`src/rtl/digit_scan_sequencer_pkg.sv`:
```
// Shared definitions for the digit scan path (sequencer and 2-to-4 decoder stage).
// No logic of its own; the search helper is combinational.
// No flow control.
package digit_scan_sequencer_pkg;

    localparam int NUM_DIGITS = 4;
    localparam int SEL_W      = 2;

    typedef enum logic {
        IDLE = 1'b0,
        SCAN = 1'b1
    } state_t;

    typedef struct packed {
        logic [SEL_W-1:0] idx;
        logic             wrap;
    } next_sel_t;

    // Circular search from sel+1; the current position is the last candidate,
    // so a single enabled digit maps onto itself and counts as a wrap.
    function automatic next_sel_t next_enabled(input logic [SEL_W-1:0]      sel,
                                               input logic [NUM_DIGITS-1:0] mask);
        next_sel_t        r;
        logic             found;
        logic [SEL_W-1:0] cand;
        r.idx  = sel;
        r.wrap = 1'b0;
        found  = 1'b0;
        for (int i = 1; i <= NUM_DIGITS; i++) begin
            cand = sel + SEL_W'(i);
            if (!found && mask[cand]) begin
                r.idx = cand;
                found = 1'b1;
            end
        end
        r.wrap = (r.idx <= sel);
        return r;
    endfunction

    function automatic logic [SEL_W-1:0] first_enabled(input logic [NUM_DIGITS-1:0] mask);
        return next_enabled(SEL_W'(NUM_DIGITS - 1), mask).idx;
    endfunction

endpackage

```
`src/rtl/digit_scan_sequencer_dwell_prescaler.sv`:
```
// Dwell counter: tick is high while cnt sits on its last value (PRESCALE-1).
// tick is decoded from the count register, valid in the same cycle.
// No flow control; clear wins over run.
module dwell_prescaler #(
    parameter int PRESCALE = 4,
    parameter int CNT_W    = 16
) (
    input  logic clk,
    input  logic rst_n,
    input  logic clear,
    input  logic run,
    output logic tick
);

    localparam logic [CNT_W-1:0] LAST = CNT_W'(PRESCALE - 1);

    logic [CNT_W-1:0] cnt;

    always_ff @(posedge clk or negedge rst_n) begin
        if (!rst_n) begin
            cnt <= '0;
        end else if (clear) begin
            cnt <= '0;
        end else if (run) begin
            cnt <= tick ? '0 : cnt + 1'b1;
        end
    end

    assign tick = (cnt == LAST);

endmodule

```
`src/rtl/digit_scan_sequencer.sv`:
```
// Steps a 2-bit digit select through enabled positions, PRESCALE cycles each.
// All outputs registered; sel/sel_valid follow en/digit_mask one cycle later.
// No flow control; the decoder consumes sel every cycle.
module digit_scan_sequencer
    import digit_scan_sequencer_pkg::*;
#(
    parameter int PRESCALE = 4,
    parameter int CNT_W    = 16
) (
    input  logic                  clk,
    input  logic                  rst_n,
    input  logic                  en,
    input  logic [NUM_DIGITS-1:0] digit_mask,
    output logic [SEL_W-1:0]      sel,
    output logic                  sel_valid,
    output logic                  frame_done
);

    state_t           state_q, state_d;
    logic [SEL_W-1:0] sel_q, sel_d;
    logic             sel_valid_q, sel_valid_d;
    logic             frame_done_q, frame_done_d;
    logic             cnt_clear;
    logic             tick;
    logic             scan_ok;
    next_sel_t        nxt;

    assign scan_ok = en && (digit_mask != '0);
    assign nxt     = next_enabled(sel_q, digit_mask);

    always_comb begin
        state_d      = state_q;
        sel_d        = sel_q;
        sel_valid_d  = sel_valid_q;
        frame_done_d = 1'b0;
        cnt_clear    = 1'b0;
        case (state_q)
            IDLE: begin
                sel_d       = '0;
                sel_valid_d = 1'b0;
                cnt_clear   = 1'b1;
                if (scan_ok) begin
                    state_d     = SCAN;
                    sel_d       = first_enabled(digit_mask);
                    sel_valid_d = 1'b1;
                end
            end
            SCAN: begin
                if (!scan_ok) begin
                    state_d     = IDLE;
                    sel_d       = '0;
                    sel_valid_d = 1'b0;
                    cnt_clear   = 1'b1;
                end else if (!digit_mask[sel_q] || tick) begin
                    // A masked current digit is abandoned at once with a fresh dwell.
                    sel_d        = nxt.idx;
                    frame_done_d = nxt.wrap;
                    cnt_clear    = 1'b1;
                end
            end
            default: begin
                state_d   = IDLE;
                sel_d     = '0;
                cnt_clear = 1'b1;
            end
        endcase
    end

    always_ff @(posedge clk or negedge rst_n) begin
        if (!rst_n) begin
            state_q      <= IDLE;
            sel_q        <= '0;
            sel_valid_q  <= 1'b0;
            frame_done_q <= 1'b0;
        end else begin
            state_q      <= state_d;
            sel_q        <= sel_d;
            sel_valid_q  <= sel_valid_d;
            frame_done_q <= frame_done_d;
        end
    end

    dwell_prescaler #(
        .PRESCALE (PRESCALE),
        .CNT_W    (CNT_W)
    ) u_dwell (
        .clk   (clk),
        .rst_n (rst_n),
        .clear (cnt_clear),
        .run   (state_q == SCAN),
        .tick  (tick)
    );

    assign sel        = sel_q;
    assign sel_valid  = sel_valid_q;
    assign frame_done = frame_done_q;

endmodule

```
`config.mk`:
```
export PLATFORM = sky130hd
export DESIGN_NAME = digit_scan_sequencer
export DESIGN_NICKNAME = d
export VERILOG_FILES = /design/src/rtl/digit_scan_sequencer_pkg.sv /design/src/rtl/digit_scan_sequencer_dwell_prescaler.sv /design/src/rtl/digit_scan_sequencer.sv
export SDC_FILE = /design/constraint.sdc
export NUM_CORES = 1
export LEC_CHECK = 0
export ABC_AREA = 1
export ABC_CLOCK_PERIOD_IN_PS = 2500
export CAP_MARGIN = 20
export CORE_UTILIZATION = 50
export CTS_BUF_LIST = sky130_fd_sc_hd__clkbuf_16
export CTS_CLUSTER_DIAMETER = 40
export DETAILED_ROUTE_END_ITERATION = 10
export GPL_ROUTABILITY_DRIVEN = 1
export PLACE_DENSITY = 0.74
export SYNTH_ARGS = -nofsm -noshare
export SYNTH_HDL_FRONTEND = slang
export SYNTH_SLANG_ARGS = --single-unit
export TNS_END_PERCENT = 5
```
`constraint.sdc`:
```
create_clock -name clk -period 2.5 [get_ports clk]
set_clock_uncertainty 0.2 [all_clocks]
set_input_delay 0.375 -clock clk [delete_from_list [all_inputs] [get_ports clk]]
set_output_delay 0.375 -clock clk [all_outputs]
set_load 0.005 [all_outputs]
```
### Word-level counts from Yosys, hierarchy flattened

Index checks and enable logic that the tools add are counted.

* register bits: 21
* input port bits: 7
* word-level logic and storage cells: 79

* add/sub/neg operators: 4
* order comparisons: 5
* eq/ne operators: 3
* multiplexer cells: 44
* bitwise logic cells: 1
* reduce and logical (&&, ||, !) cells: 17

Operators by type and width (count)
* $mux 16: 3
* $mux 1: 23
* $mux 2: 11
* $add 16x1->16 const B: 1
* $eq 16x2->1 const B: 1
* $lt 2x3->1 const B: 4
* $bmux 1 s2: 4
* $logic_and 1x1->1: 7
* $logic_not 1->1: 7
* $add 2x2->2 const B: 2
* $pmux 1 s2: 2
* $pmux 2 s2: 1
* $reduce_bool 4->1: 1
* $ne 3x2->1 const B: 1
* $add 2x1->2 const B: 1
* $le 2x2->1: 1
* $ne 2x2->1 const B: 1
* $reduce_bool 2->1: 1
* $logic_or 1x1->1: 1
* $not 1->1: 1

### Logic depth before layout (Yosys ltp)

* word-level depth: 19
* gate-level depth with buffers: 17

### Cells and area by module

From an unflattened synthesis, not the netlist that was laid out.

* cells, all modules: 239
* area, all modules: 1624.1 µm²

By module, submodules not included
* dwell_prescaler: times used 1, cells each 146, area each 1033.5 µm², sequential area each 400.4 µm²
* digit_scan_sequencer: times used 1, cells each 93, area each 590.6 µm², sequential area each 125.1 µm²

### Worst setup path after synthesis

Ideal clock, no wire load.

* kind: register -> register
* start point: reg sel_q[0] (netlist: sel[0])
* end point: reg frame_done_q (netlist: frame_done)
* setup time: 63 ps
* arrival: 1803 ps
* required time: 2237 ps
* setup slack: 434 ps
* cell stages (with the launch flop): 18
* path buffers: 1
* cells stage by stage: dfrtp_1 -> buf_6 -> clkinv_4 -> nand2_1 -> nand2_1 -> nand2_1 -> nand2_2 -> clkinv_2 -> nand3_2 -> nand3_1 -> nand2_1 -> inv_1 -> ha_1 -> inv_1 -> nor2_1 -> o21ai_0 -> nand3_1 -> inv_1

* longest elaborated chain between the ends: 17

Ends and longest elaborated chain
* start, declared: RTL line digit_scan_sequencer.sv:20 `logic [SEL_W-1:0] sel_q, sel_d;`
* start signal, assigned: RTL line digit_scan_sequencer.sv:77 `sel_q <= sel_d;`
* $add 2x1->2: RTL line digit_scan_sequencer_pkg.sv:30 `cand = sel + SEL_W'(i);`
* $bmux 1 s2: RTL line digit_scan_sequencer_pkg.sv:31 `if (!found && mask[cand]) begin`
* $mux 1 (implied by the code): RTL line digit_scan_sequencer_pkg.sv:31
* $mux 1: RTL line digit_scan_sequencer_pkg.sv:31
* $logic_not 1->1: RTL line digit_scan_sequencer_pkg.sv:31
* $logic_and 1x1->1: RTL line digit_scan_sequencer_pkg.sv:31
* $mux 1: RTL line digit_scan_sequencer_pkg.sv:31
* $logic_not 1->1: RTL line digit_scan_sequencer_pkg.sv:31
* [... 2 more ...]
* $logic_not 1->1: RTL line digit_scan_sequencer_pkg.sv:31
* $logic_and 1x1->1: RTL line digit_scan_sequencer_pkg.sv:31
* $mux 2: RTL line digit_scan_sequencer_pkg.sv:31
* $le 2x2->1: RTL line digit_scan_sequencer_pkg.sv:36 `r.wrap = (r.idx <= sel);`
* $mux 1 (*): RTL line digit_scan_sequencer.sv:54 `end else if (!digit_mask[sel_q] || tick) begin`
* $mux 1 (*): RTL line digit_scan_sequencer.sv:49 `if (!scan_ok) begin`
* $mux 1 (*): RTL line digit_scan_sequencer.sv:37 `case (state_q)`
* net frame_done_d: RTL line digit_scan_sequencer.sv:22 `logic frame_done_q, frame_done_d;`
* end signal, assigned: RTL line digit_scan_sequencer.sv:79 `frame_done_q <= frame_done_d;`
* end, declared: RTL line digit_scan_sequencer.sv:22

Mark *: on every way through the listed nets, which the timed path passes. The rest lies on a longest branch. The select of a mux whose other input is x is not followed.
A chain may end at the register's enable or synchronous reset.

### Worst setup path in the final report

* start point: in digit_mask[1]
* end point: reg frame_done_q (netlist: frame_done)

* longest elaborated chain between the ends: 16

Ends and longest elaborated chain
* start, declared: RTL line digit_scan_sequencer.sv:13 `input logic [NUM_DIGITS-1:0] digit_mask,`
* $bmux 1 s2: RTL line digit_scan_sequencer_pkg.sv:31
* $mux 1 (implied by the code): RTL line digit_scan_sequencer_pkg.sv:31
* $mux 1: RTL line digit_scan_sequencer_pkg.sv:31
* $logic_not 1->1: RTL line digit_scan_sequencer_pkg.sv:31
* $logic_and 1x1->1: RTL line digit_scan_sequencer_pkg.sv:31
* $mux 1: RTL line digit_scan_sequencer_pkg.sv:31
* $logic_not 1->1: RTL line digit_scan_sequencer_pkg.sv:31
* $logic_and 1x1->1: RTL line digit_scan_sequencer_pkg.sv:31
* $mux 1: RTL line digit_scan_sequencer_pkg.sv:31
* $logic_not 1->1: RTL line digit_scan_sequencer_pkg.sv:31
* $logic_and 1x1->1: RTL line digit_scan_sequencer_pkg.sv:31
* $mux 2: RTL line digit_scan_sequencer_pkg.sv:31
* $le 2x2->1: RTL line digit_scan_sequencer_pkg.sv:36
* $mux 1: RTL line digit_scan_sequencer.sv:54
* $mux 1 (*): RTL line digit_scan_sequencer.sv:49
* $mux 1 (*): RTL line digit_scan_sequencer.sv:37
* net frame_done_d: RTL line digit_scan_sequencer.sv:22

Marks and branches as above.

==> flow_metrics.tcl <==
set metrics [dict create \
    result_of_the_run "complete, no violations" \
    detailedPlacementHpwl_microns 2140 \
    ant_nets 0 \
    worstPathRequired_ps 2500 \
    syn_avg_cell_area_sq_um 7.28 \
    route.vias.total 1267 \
    critPathSlowestCell "sky130_fd_sc_hd__clkdlybuf4s50_1" \
    final_cell_mix "58 x sky130_fd_sc_hd__nand2_1, 29 x sky130_fd_sc_hd__nor2_1, 22 x sky130_fd_sc_hd__inv_1, 20 x sky130_fd_sc_hd__dfrtp_1, 11 x sky130_fd_sc_hd__nand3_1" \
    grt_util_met3 0.0233 \
    clkSlewWorstSetupHoldPaths_ps 60 \
    num_rows 19 \
    rr_worst_depth 15 \
    period_share 0.902 \
    first_global_vias 1243 \
    final_layout_size_suffix_gt1_frac 0.167 \
    arrival_ps 2250 \
    final_period_minus_worst_setup_slack_ps 2260 \
    synth_sequential_area_ratio 0.361 \
    htree_num_levels 1 \
    area.growth.synth_to_final_pct 15.6 \
    max_clock_freq_ghz 0.443 \
    grt_util_met1 0.272 \
    numCtsBuffers 3 \
    syn_nets 210 \
    power_density_nw_per_um2 762 \
    final_util 0.611 \
    hold_ws_ps 250 \
    hold_path_class "primary input to async pin" \
    final_hold_viol_count 0 \
    synth_top_cells_by_area "sky130_fd_sc_hd__dfrtp_1 36%, sky130_fd_sc_hd__nand2_1 15%, sky130_fd_sc_hd__nor2_1 7.5%" \
    detail_route.drc_violations 0 \
    drt-initial-drc-count 25 \
    cap_viol_max_count 0 \
    clock_sink_count 21 \
    grt_use_total 0.209 \
    cts-root-buf "sky130_fd_sc_hd__clkbuf_16" \
    floorplan.io_pins 11 \
    coreArea_sq_um 2760 \
    n_antenna_cell 0 \
    maximum_number_of_pins_on_one_net_before_global_route_repair 22 \
    cts-root-to-sink-buffers 2 \
    worst_pin_slew_ps 354 \
    ys_types 29 \
    synth.ff_latch_count 21 \
    final_nets 226 \
    met2_usage 0.342 \
    multiInputGateArea_sq_um 805 \
    via_per_inst 5.15 \
    p_leak_uw 0.000765 \
    grt-ovfl-total 0 \
    synth.largest_area_cell "sky130_fd_sc_hd__dfrtp_1" \
    post-synth-top-area-fraction 0.361 \
    cp-end-kind "flop" \
    worstPathMaxFanout 4 \
    area_of_the_die_sq_um 3130 \
    top_usage_layer "met2" \
    grt_setup_unrepaired "no" \
    seq_area_sq_um 527 \
    synth_cells 200 \
    crit_path_max_incr_delay_ps 520 \
    series_of_cell_instances_along_the_critical_path "clkdlybuf4s50_1, nand2_1, nand3_1, nand2_1, o21ai_0, nand3_1, nand2_1, inv_1, ha_1, inv_1, nor2_1, o21ai_0, nand3_1, inv_1" \
    power.ir.vdd_worst_uv 858 \
    chipHeight_microns 56.0 \
    netlist_area_sq_um 1460 \
    n_fill_cell 248 \
    mostFrequentLayoutCell "sky130_fd_sc_hd__nand2_1" \
    gp_congestion 0.919 \
    drt_pass1_iterations 4 \
    port_buffers 10 \
    drv_slew 0 \
    floorplan.initialDensity 0.528 \
    cts_tree "yes" \
    ys.warnings.count 0 \
    routed_wl_microns 2710 \
    path_class "primary input to flop" \
    drt-wirelength-per-cell_microns 11.0 \
    floorplan.die.width_microns 56.0 \
    grt_first_pass_wirelength_microns 5240 \
    final-setup-viol-count 0 \
    worst_skew_pair.late_latency_ps 260 \
    number_of_antenna_violations_at_the_first_check_in_global_routing 0 \
    timing.critical_path.from_type "primary input" \
    maxSlewHeadroom 0.762 \
]
-- critical path: cells and delay by family --
family	cells	cell delay (ps)
AND/OR/NAND/NOR	7	610
AO/OA/AOI/OAI	2	320
adder cells (fa/ha/maj)	1	280
buffers and inverters	4	670
-- stage by stage --
| step | instances | setup WS (ps) | instance area [sq um] | total power, uW | setup TNS [ps] |
|---|---|---|---|---|---|
| floorplan | 200 | 434 | 1460 | 816 | 0 |
| detailed placement | 242 | -17.5 | 1600 | 942 | -17.5 |
| finish | 246 | 244 | 1680 | 1280 | 0 |
| global route | 246 | 26.7 | 1680 | 1400 | 0 |
| CTS | 246 | 193 | 1680 | 1290 | 0 |
| global placement | 242 | 35.0 | 1600 | 920 | 0 |
-- sequential cells by signal, indices dropped and copies added, names as in the netlist --
| register | cells |
|---|---|
| u_dwell.cnt | 16 |
| sel | 2 |
| frame_done | 1 |
| sel_valid | 1 |
| state_q | 1 |
-- metal layers --
metal	share of wire	up-vias
met5	0	-
met4	0.023	0
met3	0.018	7
met2	0.49	18
met1	0.47	578
li1	-	664
-- cell families after synthesis --
logic type | synth area share
and+or+nand+nor | 0.442
buffers and inverters | 0.0868
DFF | 0.361
AOI/OAI and AO/OA | 0.0661
xor gates and xnor gates | 0.0180
adders and majority gates | 0.0258
-- synth_stat cells (all sizes together) --
cell     n
a21oi    9
and2     1
buf      2
clkinv   2
dfrtp   21
ha       3
inv     24
nand2   63
nand3   14
nand4    5
nor2    36
nor3     8
nor3b    1
nor4     2
o21a     1
o21ai    5
xnor2    2
xor2     1
-- where the power goes --
group / internal, uW / leakage, uW / switching (uW) / total, uW
Sequential: 364 / 0.000286 / 40.4 / 404
Combinational: 217 / 0.000442 / 317 / 534
Clock: 217 / 0.0000371 / 128 / 345
Total: 797 / 0.000765 / 485 / 1280
-- area by class of cell --
type	instances	area share
Clock inverter	1	0.00446
Sequential cell	21	0.313
Tap cell	31	0.0230
Clock buffer	3	0.0446
Multi-Input combinational cell	151	0.478
Inverter	26	0.0631
Timing Repair Buffer	13	0.0743
-- what timing repair did --
| action | in CTS | in global routing |
|---|---|---|
| buffers inserted | 0 | 0 |
| hold buffers | 0 | 0 |
| endpoints found under the setup margin | 0 | 1 |
| gates resized for setup | 0 | 3 |
-- path summary, 6_finish.rpt --
path                                      from        endpoint  slack, ps
worst max-delay path             digit_mask[1]      frame_done        240
worst min-delay path                     rst_n  u_dwell.cnt[7]        250
worst max register to register          sel[1]      frame_done        260
worst min register to register  u_dwell.cnt[0]  u_dwell.cnt[0]        300
max in group asynchronous                rst_n          sel[0]       1610
min in group clk                u_dwell.cnt[0]  u_dwell.cnt[0]        300
(Power assumes the default switching activity.)
